File: config.mk
export PLATFORM = sky130hd
export DESIGN_NAME = mem_arbiter
export DESIGN_NICKNAME = d
export VERILOG_FILES = /design/src/rtl/mem_arb_pkg.sv /design/src/rtl/mem_arb_id_fifo.sv /design/src/rtl/mem_arbiter.sv
export SDC_FILE = /design/constraint.sdc
export NUM_CORES = 1
export LEC_CHECK = 0
export CORE_AREA = 4 4 361 363
export DETAILED_ROUTE_END_ITERATION = 10
export DIE_AREA = 0 0 365 367
export PLACE_DENSITY_LB_ADDON = 0.1
export SYNTH_ARGS = -nofsm -noshare
export SYNTH_HDL_FRONTEND = slang
export SYNTH_SLANG_ARGS = --single-unit
File: constraint.sdc
create_clock -name clk -period 3.3 [get_ports clk]
set_input_delay 0.33 -clock clk [delete_from_list [all_inputs] [get_ports clk]]
set_output_delay 0.33 -clock clk [all_outputs]
set_load 0.03 [all_outputs]
File: src/rtl/mem_arb_pkg.sv
`default_nettype none
// ============================================================================
//  Module   : mem_arb_pkg
//  Purpose  : Shared types and constants for the I/D main-memory arbiter.
//             Requester IDs, the 1-bit requester-ID type, arbiter state
//             encoding and a small helper returning the opposite requester.
//  Revision : 1.0  initial release
// ============================================================================
package mem_arb_pkg;

  // Requester identifiers: the instruction cache is 0, the data cache is 1.
  typedef logic req_id_t;

  localparam req_id_t REQ_I = 1'b0;
  localparam req_id_t REQ_D = 1'b1;

  // ARB    : requests are arbitrated and may fire.
  // WDATA  : a write request has fired; its single data beat is still owed.
  typedef enum logic [0:0] {
    ARB   = 1'b0,
    WDATA = 1'b1
  } arb_state_t;

  // The requester that is not 'id' (two-requester round robin).
  function automatic req_id_t other_req(input req_id_t id);
    return ~id;
  endfunction

endpackage : mem_arb_pkg
`default_nettype wire

File: src/rtl/mem_arb_id_fifo.sv
`default_nettype none
// ============================================================================
//  Module   : mem_arb_id_fifo
//  Purpose  : In-order tracking FIFO of requester IDs for outstanding reads.
//             One 1-bit entry per read issued to memory; the head tells the
//             arbiter which cache the next read response belongs to.
//  Ports    : clk, reset_n (async, active low)
//             push/din   - enqueue a requester ID
//             pop        - dequeue the head (response arrived)
//             dout       - current head entry
//             full/empty - occupancy flags
//             underflow  - pop requested while empty (entry is not consumed)
//  Notes    : DEPTH must be a power of two (>= 2) so pointers wrap naturally.
//             A push at full is accepted when a pop happens in the same cycle.
//  Revision : 1.0  initial release
// ============================================================================
module mem_arb_id_fifo
  import mem_arb_pkg::*;
#(
  parameter int DEPTH = 4
) (
  input  logic    clk,
  input  logic    reset_n,
  input  logic    push,
  input  logic    pop,
  input  req_id_t din,
  output req_id_t dout,
  output logic    full,
  output logic    empty,
  output logic    underflow
);

  localparam int PTR_BITS = (DEPTH > 1) ? $clog2(DEPTH) : 1;
  localparam int CNT_BITS = PTR_BITS + 1;
  localparam logic [CNT_BITS-1:0] DEPTH_CNT = CNT_BITS'(DEPTH);

  logic [DEPTH-1:0]    storage_q, storage_d;
  logic [PTR_BITS-1:0] wr_ptr_q,  wr_ptr_d;
  logic [PTR_BITS-1:0] rd_ptr_q,  rd_ptr_d;
  logic [CNT_BITS-1:0] count_q,   count_d;
  logic                do_push, do_pop;

  always_comb begin
    empty     = (count_q == '0);
    full      = (count_q == DEPTH_CNT);
    dout      = storage_q[rd_ptr_q];
    underflow = pop && empty;

    do_pop    = pop && !empty;
    // At full the slot being freed by the pop is reused by the push.
    do_push   = push && (!full || pop);

    storage_d = storage_q;
    wr_ptr_d  = wr_ptr_q;
    rd_ptr_d  = rd_ptr_q;
    count_d   = count_q;

    if (do_push) begin
      storage_d[wr_ptr_q] = din;
      wr_ptr_d            = wr_ptr_q + 1'b1;
    end
    if (do_pop) begin
      rd_ptr_d = rd_ptr_q + 1'b1;
    end

    case ({do_push, do_pop})
      2'b10:   count_d = count_q + 1'b1;
      2'b01:   count_d = count_q - 1'b1;
      default: count_d = count_q;
    endcase
  end

  always_ff @(posedge clk or negedge reset_n) begin
    if (!reset_n) begin
      storage_q <= '0;
      wr_ptr_q  <= '0;
      rd_ptr_q  <= '0;
      count_q   <= '0;
    end else begin
      storage_q <= storage_d;
      wr_ptr_q  <= wr_ptr_d;
      rd_ptr_q  <= rd_ptr_d;
      count_q   <= count_d;
    end
  end

endmodule : mem_arb_id_fifo
`default_nettype wire

File: src/rtl/mem_arbiter.sv
`default_nettype none
// ============================================================================
//  Module   : mem_arbiter
//  Purpose  : Shares one main-memory port between the instruction cache (I,
//             requester 0) and the data cache (D, requester 1). Round-robin
//             request arbitration, routing of the one-beat write-data channel
//             to the owning cache, and in-order read-response routing through
//             an ID FIFO. The request path is a combinational pass-through.
//  Ports    : clk, reset_n (async, active low)
//             i_* / d_*  - per-cache request, write-data and response channels
//             mem_*      - downstream memory port (opposite direction)
//             err_unexpected_resp - sticky, response with no read outstanding
//  Options  : `define MEM_ARBITER_PERF_EN adds perf_i_grants, perf_d_grants and
//             perf_conflict_cycles (32-bit saturating counters).
//  Revision : 1.0  initial release
// ============================================================================
module mem_arbiter
  import mem_arb_pkg::*;
#(
  parameter int ADDR_BITS       = 28,
  parameter int MEM_DATA_BITS   = 128,
  parameter int MAX_OUTSTANDING = 4
) (
  input  logic                       clk,
  input  logic                       reset_n,

  // Instruction cache
  input  logic                       i_mem_req_val,
  output logic                       i_mem_req_rdy,
  input  logic [ADDR_BITS-1:0]       i_mem_req_addr,
  input  logic                       i_mem_req_rw,
  input  logic                       i_mem_req_data_valid,
  output logic                       i_mem_req_data_ready,
  input  logic [MEM_DATA_BITS-1:0]   i_mem_req_data_bits,
  input  logic [MEM_DATA_BITS/8-1:0] i_mem_req_data_mask,
  output logic                       i_mem_resp_val,
  output logic [MEM_DATA_BITS-1:0]   i_mem_resp_data,

  // Data cache
  input  logic                       d_mem_req_val,
  output logic                       d_mem_req_rdy,
  input  logic [ADDR_BITS-1:0]       d_mem_req_addr,
  input  logic                       d_mem_req_rw,
  input  logic                       d_mem_req_data_valid,
  output logic                       d_mem_req_data_ready,
  input  logic [MEM_DATA_BITS-1:0]   d_mem_req_data_bits,
  input  logic [MEM_DATA_BITS/8-1:0] d_mem_req_data_mask,
  output logic                       d_mem_resp_val,
  output logic [MEM_DATA_BITS-1:0]   d_mem_resp_data,

  // Memory side
  output logic                       mem_req_val,
  input  logic                       mem_req_rdy,
  output logic [ADDR_BITS-1:0]       mem_req_addr,
  output logic                       mem_req_rw,
  output logic                       mem_req_data_valid,
  input  logic                       mem_req_data_ready,
  output logic [MEM_DATA_BITS-1:0]   mem_req_data_bits,
  output logic [MEM_DATA_BITS/8-1:0] mem_req_data_mask,
  input  logic                       mem_resp_val,
  input  logic [MEM_DATA_BITS-1:0]   mem_resp_data,

  output logic                       err_unexpected_resp
`ifdef MEM_ARBITER_PERF_EN
  ,
  output logic [31:0]                perf_i_grants,
  output logic [31:0]                perf_d_grants,
  output logic [31:0]                perf_conflict_cycles
`endif
);

  // --------------------------------------------------------------------------
  // State
  // --------------------------------------------------------------------------
  arb_state_t state_q,      state_d;
  req_id_t    last_grant_q, last_grant_d;
  req_id_t    owner_q,      owner_d;
  logic       err_q,        err_d;

  // --------------------------------------------------------------------------
  // Read ID FIFO
  // --------------------------------------------------------------------------
  logic    fifo_push, fifo_pop, fifo_full, fifo_empty, fifo_underflow;
  req_id_t fifo_din, fifo_head;

  mem_arb_id_fifo #(
    .DEPTH (MAX_OUTSTANDING)
  ) u_id_fifo (
    .clk       (clk),
    .reset_n   (reset_n),
    .push      (fifo_push),
    .pop       (fifo_pop),
    .din       (fifo_din),
    .dout      (fifo_head),
    .full      (fifo_full),
    .empty     (fifo_empty),
    .underflow (fifo_underflow)
  );

  // --------------------------------------------------------------------------
  // Arbitration and channel routing
  // --------------------------------------------------------------------------
  logic    both_val, any_val, in_arb;
  logic    pref_rw, other_rw, read_blocked, read_stall;
  req_id_t pref_id, grant_id, data_src;
  logic    grant_rw, grant_rdy, req_fire, data_route, data_fire;

  always_comb begin
    both_val = i_mem_req_val && d_mem_req_val;
    any_val  = i_mem_req_val || d_mem_req_val;
    in_arb   = reset_n && (state_q == ARB);

    if (both_val)           pref_id = other_req(last_grant_q);
    else if (d_mem_req_val) pref_id = REQ_D;
    else                    pref_id = REQ_I;

    pref_rw  = (pref_id == REQ_D) ? d_mem_req_rw : i_mem_req_rw;
    other_rw = (pref_id == REQ_D) ? i_mem_req_rw : d_mem_req_rw;

    // A full FIFO blocks reads, unless a response pops an entry this cycle
    // and frees the slot for the new read's ID.
    read_blocked = fifo_full && !mem_resp_val;

    // A blocked read yields the port only to a competing write.
    if (both_val && !pref_rw && read_blocked && other_rw) grant_id = other_req(pref_id);
    else                                                  grant_id = pref_id;

    grant_rw   = (grant_id == REQ_D) ? d_mem_req_rw : i_mem_req_rw;
    read_stall = !grant_rw && read_blocked;

    mem_req_val   = in_arb && any_val && !read_stall;
    mem_req_addr  = (grant_id == REQ_D) ? d_mem_req_addr : i_mem_req_addr;
    mem_req_rw    = grant_rw;
    grant_rdy     = in_arb && any_val && mem_req_rdy && !read_stall;
    i_mem_req_rdy = grant_rdy && (grant_id == REQ_I);
    d_mem_req_rdy = grant_rdy && (grant_id == REQ_D);
    req_fire      = mem_req_val && mem_req_rdy;

    // Write data is routed only to the owner in WDATA, or in ARB to the
    // requester whose write request is firing this very cycle.
    data_route = 1'b0;
    data_src   = grant_id;
    if (reset_n && (state_q == WDATA)) begin
      data_route = 1'b1;
      data_src   = owner_q;
    end else if (req_fire && grant_rw) begin
      data_route = 1'b1;
      data_src   = grant_id;
    end

    mem_req_data_valid   = data_route &&
                           ((data_src == REQ_D) ? d_mem_req_data_valid : i_mem_req_data_valid);
    mem_req_data_bits    = (data_src == REQ_D) ? d_mem_req_data_bits : i_mem_req_data_bits;
    mem_req_data_mask    = (data_src == REQ_D) ? d_mem_req_data_mask : i_mem_req_data_mask;
    i_mem_req_data_ready = data_route && (data_src == REQ_I) && mem_req_data_ready;
    d_mem_req_data_ready = data_route && (data_src == REQ_D) && mem_req_data_ready;
    data_fire            = mem_req_data_valid && mem_req_data_ready;

    // Reads enqueue their requester; responses dequeue the head.
    fifo_push = req_fire && !grant_rw;
    fifo_din  = grant_id;
    fifo_pop  = reset_n && mem_resp_val;

    i_mem_resp_val  = fifo_pop && !fifo_empty && (fifo_head == REQ_I);
    d_mem_resp_val  = fifo_pop && !fifo_empty && (fifo_head == REQ_D);
    i_mem_resp_data = mem_resp_data;
    d_mem_resp_data = mem_resp_data;

    // Next state
    state_d      = state_q;
    last_grant_d = last_grant_q;
    owner_d      = owner_q;
    err_d        = err_q || fifo_underflow;

    case (state_q)
      ARB: begin
        if (req_fire) begin
          last_grant_d = grant_id;
          if (grant_rw) begin
            owner_d = grant_id;
            if (!data_fire) state_d = WDATA;
          end
        end
      end
      WDATA: begin
        if (data_fire) state_d = ARB;
      end
      default: state_d = ARB;
    endcase
  end

  always_ff @(posedge clk or negedge reset_n) begin
    if (!reset_n) begin
      state_q      <= ARB;
      last_grant_q <= REQ_D;
      owner_q      <= REQ_I;
      err_q        <= 1'b0;
    end else begin
      state_q      <= state_d;
      last_grant_q <= last_grant_d;
      owner_q      <= owner_d;
      err_q        <= err_d;
    end
  end

  assign err_unexpected_resp = err_q;

`ifdef MEM_ARBITER_PERF_EN
  // --------------------------------------------------------------------------
  // Saturating performance counters
  // --------------------------------------------------------------------------
  logic [31:0] perf_i_q, perf_i_d;
  logic [31:0] perf_d_q, perf_d_d;
  logic [31:0] perf_c_q, perf_c_d;

  always_comb begin
    perf_i_d = perf_i_q;
    perf_d_d = perf_d_q;
    perf_c_d = perf_c_q;
    if (req_fire && (grant_id == REQ_I) && (perf_i_q != '1)) perf_i_d = perf_i_q + 1'b1;
    if (req_fire && (grant_id == REQ_D) && (perf_d_q != '1)) perf_d_d = perf_d_q + 1'b1;
    if (both_val && (perf_c_q != '1))                        perf_c_d = perf_c_q + 1'b1;
  end

  always_ff @(posedge clk or negedge reset_n) begin
    if (!reset_n) begin
      perf_i_q <= '0;
      perf_d_q <= '0;
      perf_c_q <= '0;
    end else begin
      perf_i_q <= perf_i_d;
      perf_d_q <= perf_d_d;
      perf_c_q <= perf_c_d;
    end
  end

  assign perf_i_grants        = perf_i_q;
  assign perf_d_grants        = perf_d_q;
  assign perf_conflict_cycles = perf_c_q;
`endif

endmodule : mem_arbiter
`default_nettype wire

# --- Yosys cells after proc, flatten, opt, wreduce, memory -nomap -nowiden ---
# Index checks and enable logic that the tools add are counted.
op_classes:
  n_addsub: 4
  magnitude_cmp: 3
  n_eq_ne: 3
  muxes: 23
  bitwise_logic: 6
  n_reduce_logical: 43
ops:
  columns: ["cell", "count"]
  rows:
  - ["$mux 128", 1]
  - ["$logic_and 1x1->1", 30]
  - ["$mux 28", 1]
  - ["$mux 16", 1]
  - ["$mux 1", 15]
  - ["$logic_not 1->1", 6]
  - ["$lt 2x3->1 const B", 2]
  - ["$not 1->1", 6]
  - ["$pmux 3 s2", 1]
  - ["$add 2x1->2 const B", 2]
  - ["$bwmux 4", 1]
  - ["$add 3x1->3 const B", 1]
  - ["$eq 3x3->1 const B", 1]
  - ["$logic_not 3->1", 1]
  - ["$logic_or 1x1->1", 3]
  - ["$reduce_and 3->1", 1]
  - ["$sub 3x1->3 const B", 1]
  - ["$bmux 1 s2", 1]
  - ["$demux 1 s2", 1]
  - ["$eq 2x1->1 const B", 1]
  - ["$eq 2x2->1 const B", 1]
  - ["$ge 2x1->1 const B", 1]
  - ["$pmux 1 s2", 1]
  - ["$reduce_and 2->1", 1]
  - ["$reduce_bool 2->1", 1]
word_totals:
  reg_bits: 15
  out_inout_bits: 438

# --- Logic depth before layout (Yosys ltp) ---
# Gate-level depths: netlist of run 1.
depth:
  ltp_word: 23
  ltp_mapped: 11

# --- Cells and area by module ---
# From an unflattened synthesis of run 1, not the netlist that was laid out.
hier_totals:
  cells_unflattened: 557
  hier_area_um2: 5631.7
by_module_without_submodules:
  columns: ["module", "instances", "cells_per_inst", "area_each_um2"]
  rows:
  - ["mem_arbiter", 1, 506, 5007.3]
  - ["mem_arb_id_fifo", 1, 51, 624.3]

# --- Least setup slack after synthesis of run 1 ---
# OpenSTA, ideal clock, no wires.
synth_timing:
  path_kind: "reg-to-output"
  startpoint: "reg u_id_fifo.count_q[0]"
  endpoint: "out mem_req_data_bits[119]"
  t_arrival_ns: 2.040
  required_ns: 2.970
  setup_slack_ns: 0.930
  stages_incl_launch_ff: 7
  path_buffers: 2
  cell_sequence: "dfrtp_1 nor4b_4 mux2i_1 o31a_1 buf_4 buf_6 mux2_1"
synth_between:
  elab_chain_cells: 7
synth_rtl:
  columns: ["item", "line", "source"]
  rows:
  - ["start, declared", "mem_arb_id_fifo.sv:40", "logic [CNT_BITS-1:0] count_q, count_d;"]
  - ["start signal, assigned", "mem_arb_id_fifo.sv:83", "count_q <= count_d;"]
  - ["$eq 3x3->1", "mem_arb_id_fifo.sv:45", "full = (count_q == DEPTH_CNT);"]
  - ["$logic_and 1x1->1", "mem_arbiter.sv:122", "read_blocked = fifo_full && !mem_resp_val;"]
  - ["$logic_and 1x1->1 (2 in a row)", "mem_arbiter.sv:125", "if (both_val && !pref_rw && read_blocked && other_rw) grant_id = other_req(pref_id);"]
  - ["$mux 1", "mem_arbiter.sv:125", null]
  - ["$mux 1", "mem_arbiter.sv:143", "if (reset_n && (state_q == WDATA)) begin"]
  - ["$mux 128", "mem_arbiter.sv:153", "mem_req_data_bits = (data_src == REQ_D) ? d_mem_req_data_bits : i_mem_req_data_bits;"]
  - ["end, declared", "mem_arbiter.sv:58", "output logic [MEM_DATA_BITS-1:0] mem_req_data_bits,"]
# Every way passes these cells.

# --- Worst setup path in the final report of run 1 ---
layout_timing:
  startpoint: "in i_mem_req_val"
  endpoint: "out mem_req_data_bits[71]"
layout_between:
  elab_chain_cells: 10
layout_rtl:
  columns: ["item", "line", "source"]
  rows:
  - ["start, declared", "mem_arbiter.sv:28", "input logic i_mem_req_val,"]
  - ["$logic_and 1x1->1 *", "mem_arbiter.sv:109", "both_val = i_mem_req_val && d_mem_req_val;"]
  - ["$mux 1", "mem_arbiter.sv:113", "if (both_val) pref_id = other_req(last_grant_q);"]
  - ["$mux 1", "mem_arbiter.sv:117", "pref_rw = (pref_id == REQ_D) ? d_mem_req_rw : i_mem_req_rw;"]
  - ["$logic_not 1->1", "mem_arbiter.sv:125", null]
  - ["$logic_and 1x1->1 (3 in a row)", "mem_arbiter.sv:125", null]
  - ["$mux 1 *", "mem_arbiter.sv:125", null]
  - ["$mux 1 *", "mem_arbiter.sv:143", null]
  - ["$mux 128 *", "mem_arbiter.sv:153", null]
# Mark *: on every way between the ends. The rest lies on a longest branch, timed or not.

==> results.yml, run 1 <==
worst_setup_path:
  critPathMaxFanout: 22
  r2r_slack_ns: 0.72
  reg2reg_depth: 11
  crit_buf_inv: 4
  crit_family: "buffers and inverters"
  cp.required_ns: 2.97
  cpPeakStageDelay_ns: 0.57
  r2r-start: "u_id_fifo.count_q[0]"
  critPathKind: "input port to primary output"
  arrival_ns: 2.83
  crit_start: "i_mem_req_val"
  r2r_end: "u_id_fifo.count_q[2]"
  cpMaxStageDelayCell: "clkdlybuf4s50_1"
  end_kind: "primary output"
  crit_top_cell: "buf_4"
  cp-start-kind: "input port"
  crit_chain: "clkdlybuf4s50_1 > nand2_1 > o211ai_1 > o31a_4 > buf_12 > buf_4 > mux2_1 > buf_4"
logic_synthesis:
  synth_top_family_by_area: "buffers and inverters"
  synthMuxAreaShare_pct: 41.6
  synth_area_leaders: "buf_4 (38%), mux2_1 (24%), mux2_2 (11%)"
  async_flop_share_pct: 100
  synthAdderAreaFrac_pct: 1.63
  yosys-top-cells-count: "buf_4 (258), mux2_1 (110), mux2_2 (49), mux2_4 (18), dfrtp_1 (14)"
  synth_cell_type_count: 41
  syn_inst: 545
  yosysMostFrequentCell: "buf_4"
  synth.ff_latch_count: 15
  syn-cell-area_um2: 5080
  synth-compound-area-share_pct: 2.04
  yosysTopAreaCell: "buf_4"
  synthXorXnorAreaFrac_pct: 1.03
  synth_top_area_share_pct: 38.1
  syn_avg_cell_area_um2: 9.32
  synthFlopType: "dfrtp_1"
  ys_warn_count: 0
  synth_nets: 1034
  synth_enable_flop_cells: 0
  synth-simple-area-share_pct: 4.26
  yosysSeqAreaShare_pct: 7.42
outcome:
  outcome: "completed"
sta:
  hold_viol: 0
  tightest_slew_ns: 0.800
  min_period_over_period_pct: 95.7
  rsz0062_at_grt: "false"
  fin_skew_ns: 0.000896
  slew_viol_final: 0
  slew_headroom_pct: 46.5
  max_freq_mhz: 317
  period_needed_ns: 3.16
  setup_viol: 0
finish:
  multi_input_area_um2: 2580
  final_cells: 2503
  fillers: 14800
  drive_gt1_share_pct: 23.2
  finalNetCount: 1330
  register_area_um2: 377
  area_growth_pct: 112
run:
  maxCapViolations: 0
grt:
  antenna_found_initial: 10
  globalRouteOverflowTotal: 0
  grtUsageTotal_pct: 5.66
  grt_max_degree: 45
  grt_pass1_wl_um: 51800
  first_global_vias: 5698
clock_network:
  tritoncts: "built"
  cts_hold_buf: 0
  h-tree-depth: 1
  cts.sinks: 15
  cts_made_buffers: 3
  clkLatencyLatePin_ns: 0.25
  clock_path_buffers: 2
  path_clk_slew_ns: 0.05
  cts_root_buf: "clkbuf_16"
floorplan:
  core_um2: 127000
  die_h_um: 367
  dieArea_um2: 134000
  die_w_um: 365
  io_pins: 921
  start_util_pct: 4.00
  row_count: 131
worst_hold_path:
  hold_class: "input port to async pin"
drt:
  ant_nets: 0
  drt_iter0_markers: 61
  vias_per_cell: 1.97
  num_vias: 4936
  first_pass_iters: 4
  drc: 0
  drt_wl_total_um: 42000
  post_drt_wl_per_cell_um: 16.8
power_and_ir_drop:
  leakage_nw: 3.88
  vdd_drop_max_mv: 0.173
  power.density_nw_per_um2: 530
  p_total_mw: 5.70
placed_design:
  place.gp.congestion: 0.668
  dp_hpwl_um: 38200
  io_buffer_count: 536
  dp_cells: 2496
[routing by layer]
metal	up-vias	wire length [um]	share of wire, %	GRT usage [%]
li1	2169	-	-	-
met1	2134	17400	41	6.61
met2	599	15500	37	7.77
met3	20	8730	21	5.36
met4	14	53	0.13	0.161
met5	-	281	0.67	1.13
[kinds of logic after synthesis]
logic type	count (synthesis)
compound gates	15
xor+xnor	6
fa+ha+maj	6
buf+inv	283
flops	15
mux	181
simple gates	39
[registers in the layout, indices dropped and copies added, names as in the netlist]
register / flops
last_grant_q: 1
u_id_fifo.count_q: 3
u_id_fifo.rd_ptr_q: 2
u_id_fifo.wr_ptr_q: 2
u_id_fifo.storage_q: 4
state_q: 1
owner_q: 1
err_unexpected_resp: 1
[report_power, final]
part	internal, mW	switching (mW)	total [mW]
logic	2.24	2.85	5.09
clock network	0.162	0.0798	0.242
registers	0.279	0.0927	0.371
total	2.68	3.02	5.70
[what timing repair did]
action                                  in CTS  in global routing
cloned                                       0                  1
endpoints found under the hold margin        0                  0
endpoints found under the setup margin      59                 43
setup buffers                                0                  1
pin swaps                                    0                  1
resized for setup                           57                 17
[worst max-delay path by stage]
stage | to | slack [ns] | cells after the start
finish | mem_req_data_bits[71] | 0.14 | 8
global route | mem_req_data_bits[109] | 0.05 | 6
CTS | mem_req_data_bits[77] | -0.002 | 8
detailed placement | mem_req_data_bits[86] | -0.08 | 8
global placement | mem_req_data_bits[86] | -0.02 | 8
floorplan | mem_req_data_bits[119] | 0.93 | 6
[per-stage QoR]
| stage | util, % | cell area [um2] | setup slack (ns) | setup TNS [ns] | hold WS (ns) |
|---|---|---|---|---|---|
| after floorplan | - | 5080 | 0.930 | 0 | 0.0344 |
| final | 8.48 | 10800 | 0.142 | 0 | 0.471 |
| after CTS | 8.41 | 10700 | -0.00250 | -0.00340 | 0.480 |
| after detailed placement | 8.40 | 10700 | -0.0807 | -0.937 | 0.476 |
| after global placement | 8.40 | 10700 | -0.0238 | -0.0676 | 0.480 |
| after global routing | 8.47 | 10800 | 0.0496 | 0 | 0.495 |
[layout by cell type (no fill, tap or decap), drive strengths merged, types with 2 or more instances in the layout]
cell and n:
a21oi 2, and2 3, buf 111, clkbuf 4, clkdlybuf4s50 386, dfrtp 14, dlygate4sd2 54, dlymetal6s2s 15
ha 5, inv 7, mux2 177, mux2i 3, nand2 12, nand2b 2, nand3b 3, nor2 8
nor3 3, o211ai 2, o21ai 4, xnor2 3, xor2 3
[final cells by class]
cell class	count	share of cell area, %
tap	1662	19.3
clock buffer	3	0.697
multi-input combinational	247	24.0
timing repair buffer	567	52.2
inverter	7	0.244
clock inverter	1	0.0465
sequential	15	3.50
antenna	1	0.0232
Note: power is estimated with default switching activity, not from simulation.
==> inputs of run 2 (changes only) <==
--- a/config.mk
+++ b/config.mk
@@ -8,6 +8,7 @@
 export CORE_AREA = 4 4 361 363
 export DETAILED_ROUTE_END_ITERATION = 10
 export DIE_AREA = 0 0 365 367
+export GPL_TIMING_DRIVEN = 0
 export PLACE_DENSITY_LB_ADDON = 0.1
 export SYNTH_ARGS = -nofsm -noshare
 export SYNTH_HDL_FRONTEND = slang
==> results.yml, run 2 (same netlist as run 1, synthesis figures left out) <==
clock_network:
  clkLatencyLatePin_ns: 0.25
  clock_path_buffers: 2
  path_clk_slew_ns: 0.05
  cts_root_buf: "clkbuf_16"
  tritoncts: "built"
  cts.sinks: 15
  h-tree-depth: 1
  cts_made_buffers: 3
power_and_ir_drop:
  clkPwrFrac_pct: 3.8
  vdd_drop_max_mv: 0.171
  swShare_pct: 55.7
  power.density_nw_per_um2: 432
  pwr-share-seq_pct: 5.6
  internal_power_mw: 2.86
  p_comb_share_pct: 90.6
  switching_power_mw: 3.60
  leakage_nw: 5.93
drt:
  num_vias: 6739
  drc: 0
  post_drt_wl_per_cell_um: 18.3
  vias_per_cell: 2.23
  ant_nets: 0
  first_pass_iters: 6
  drt_wl_total_um: 55200
  drt_iter0_markers: 133
worst_setup_path:
  cp-start-kind: "flip-flop"
  cpPeakStageDelay_ns: 0.48
  cp.required_ns: 2.97
  critPathKind: "flip-flop to primary output"
  r2r-start: "u_id_fifo.count_q[1]"
  reg2reg_depth: 12
  critPathMaxFanout: 10
  r2r_slack_ns: 0.60
  crit_chain: "nor4b_4 > mux2i_2 > o31a_1 > buf_12 > buf_12 > buf_6 > mux2_2 > clkdlybuf4s15_2"
  cpMaxStageDelayCell: "mux2_2"
  arrival_ns: 2.90
  crit_top_cell: "buf_12"
  end_kind: "primary output"
  r2r_end: "u_id_fifo.count_q[2]"
sta:
  setup_viol: 0
  min_period_over_period_pct: 98.0
  period_needed_ns: 3.23
  tightest_slew_ns: 0.763
  slew_viol_final: 0
  max_freq_mhz: 309
  fin_skew_ns: 0.00315
  tns_ns: 0
  slew_headroom_pct: 49.0
  rsz0062_at_grt: "true"
  hold_viol: 0
finish:
  largestRegisters: "u_id_fifo.storage_q: 4 flops, u_id_fifo.count_q: 3 flops"
  multi_input_area_um2: 2580
  fillers: 14600
  layout_common_cells: "clkdlybuf4s50_1 (642), buf_4 (260), mux2_1 (98), dlygate4sd2_1 (75), mux2_2 (61)"
  largest-register: "u_id_fifo.storage_q"
  finalNetCount: 1836
  drive_gt1_share_pct: 32.7
  area_growth_pct: 194
  final_common_cell: "clkdlybuf4s50_1"
  register_area_um2: 377
  largest_reg_flops: 4
  final_area_um2: 14900
floorplan:
  dieArea_um2: 134000
  row_count: 131
  die_h_um: 367
  die_w_um: 365
  io_pins: 921
  core_um2: 127000
  start_util_pct: 4.00
grt:
  grt_max_degree: 21
  first_global_vias: 7354
  antenna_found_initial: 12
  grtUsageTotal_pct: 7.55
  grt_pass1_wl_um: 68800
  globalRouteOverflowTotal: 0
outcome:
  outcome: "completed"
placed_design:
  placed_area_um2: 15100
  io_buffer_count: 792
  dp_hpwl_um: 51900
  place.gp.congestion: 0.765
worst_hold_path:
  hold_class: "input port to async pin"
run:
  maxCapViolations: 0
## run 2: timing repair
action	4_1_cts	5_1_grt
hold buffers	0	0
pin swaps	4	1
setup endpoints to repair	178	105
gates resized for setup	272	101
gates cloned	0	0
buffers inserted	5	0
## run 2: worst max-delay path, delay by kind of cell, from the launching register on
kind                   cells  cell delay, ns
flip-flops                 1            0.44
buffers and inverters      4            0.80
AND/OR/NAND/NOR            1            0.41
multiplexers               2            0.76
AO/OA/AOI/OAI              1            0.20
## run 2: area by class of cell
| cell class | count | share of cell area, % |
|---|---|---|
| flip-flops and latches | 15 | 2.52 |
| clock inverters | 1 | 0.0335 |
| repair buffers | 797 | 51.1 |
| diodes | 12 | 0.201 |
| clock buffers | 3 | 0.502 |
| inverters | 7 | 0.176 |
| plain buffers | 276 | 14.3 |
| multi-input cells | 247 | 17.2 |
| well taps | 1662 | 13.9 |
## run 2: worst max-delay path by stage
stage,to,slack [ns],startpoint
finish,mem_req_data_bits[79],0.07,u_id_fifo.count_q[1]
detailed placement,mem_req_data_bits[58],-1.30,reset_n
floorplan,mem_req_data_bits[119],0.93,u_id_fifo.count_q[0]
global placement,mem_req_data_bits[5],-1.65,reset_n
CTS,mem_req_data_bits[11],0.03,u_id_fifo.count_q[0]
global route,mem_req_data_bits[111],-0.06,u_id_fifo.count_q[1]
## run 2: stage by stage
step | total power, mW | cells | hold slack (ns) | setup slack, ns | util (%)
2_1_floorplan | 3.69 | 545 | 0.0344 | 0.930 | -
3_3_place_gp | 6.78 | 2999 | 0.477 | -1.65 | 11.9
6_report | 6.46 | 3020 | 0.0374 | 0.0668 | 11.8
3_5_place_dp | 6.74 | 2999 | 0.492 | -1.30 | 11.9
4_1_cts | 6.79 | 3008 | 0.176 | 0.0254 | 11.9
5_1_grt | 6.90 | 3008 | 0.0776 | -0.0561 | 11.7
## run 2: power groups by stage
stage | sequential, mW | clock (mW) | combinational (mW)
detailed placement | 0.367 | 0 | 6.37
CTS | 0.365 | 0.253 | 6.17
floorplan | 0.354 | 0 | 3.33
finish | 0.362 | 0.246 | 5.85
global placement | 0.369 | 0 | 6.41
global route | 0.376 | 0.259 | 6.27
## run 2: layer usage
layer  GRT usage (%)  vias up  wire (um)
li1                -     3195          -
met1            8.04     3098      20100
met2            14.2      416      28200
met3            3.49       18       6540
met4           0.360       12        166
met5               0        -         70
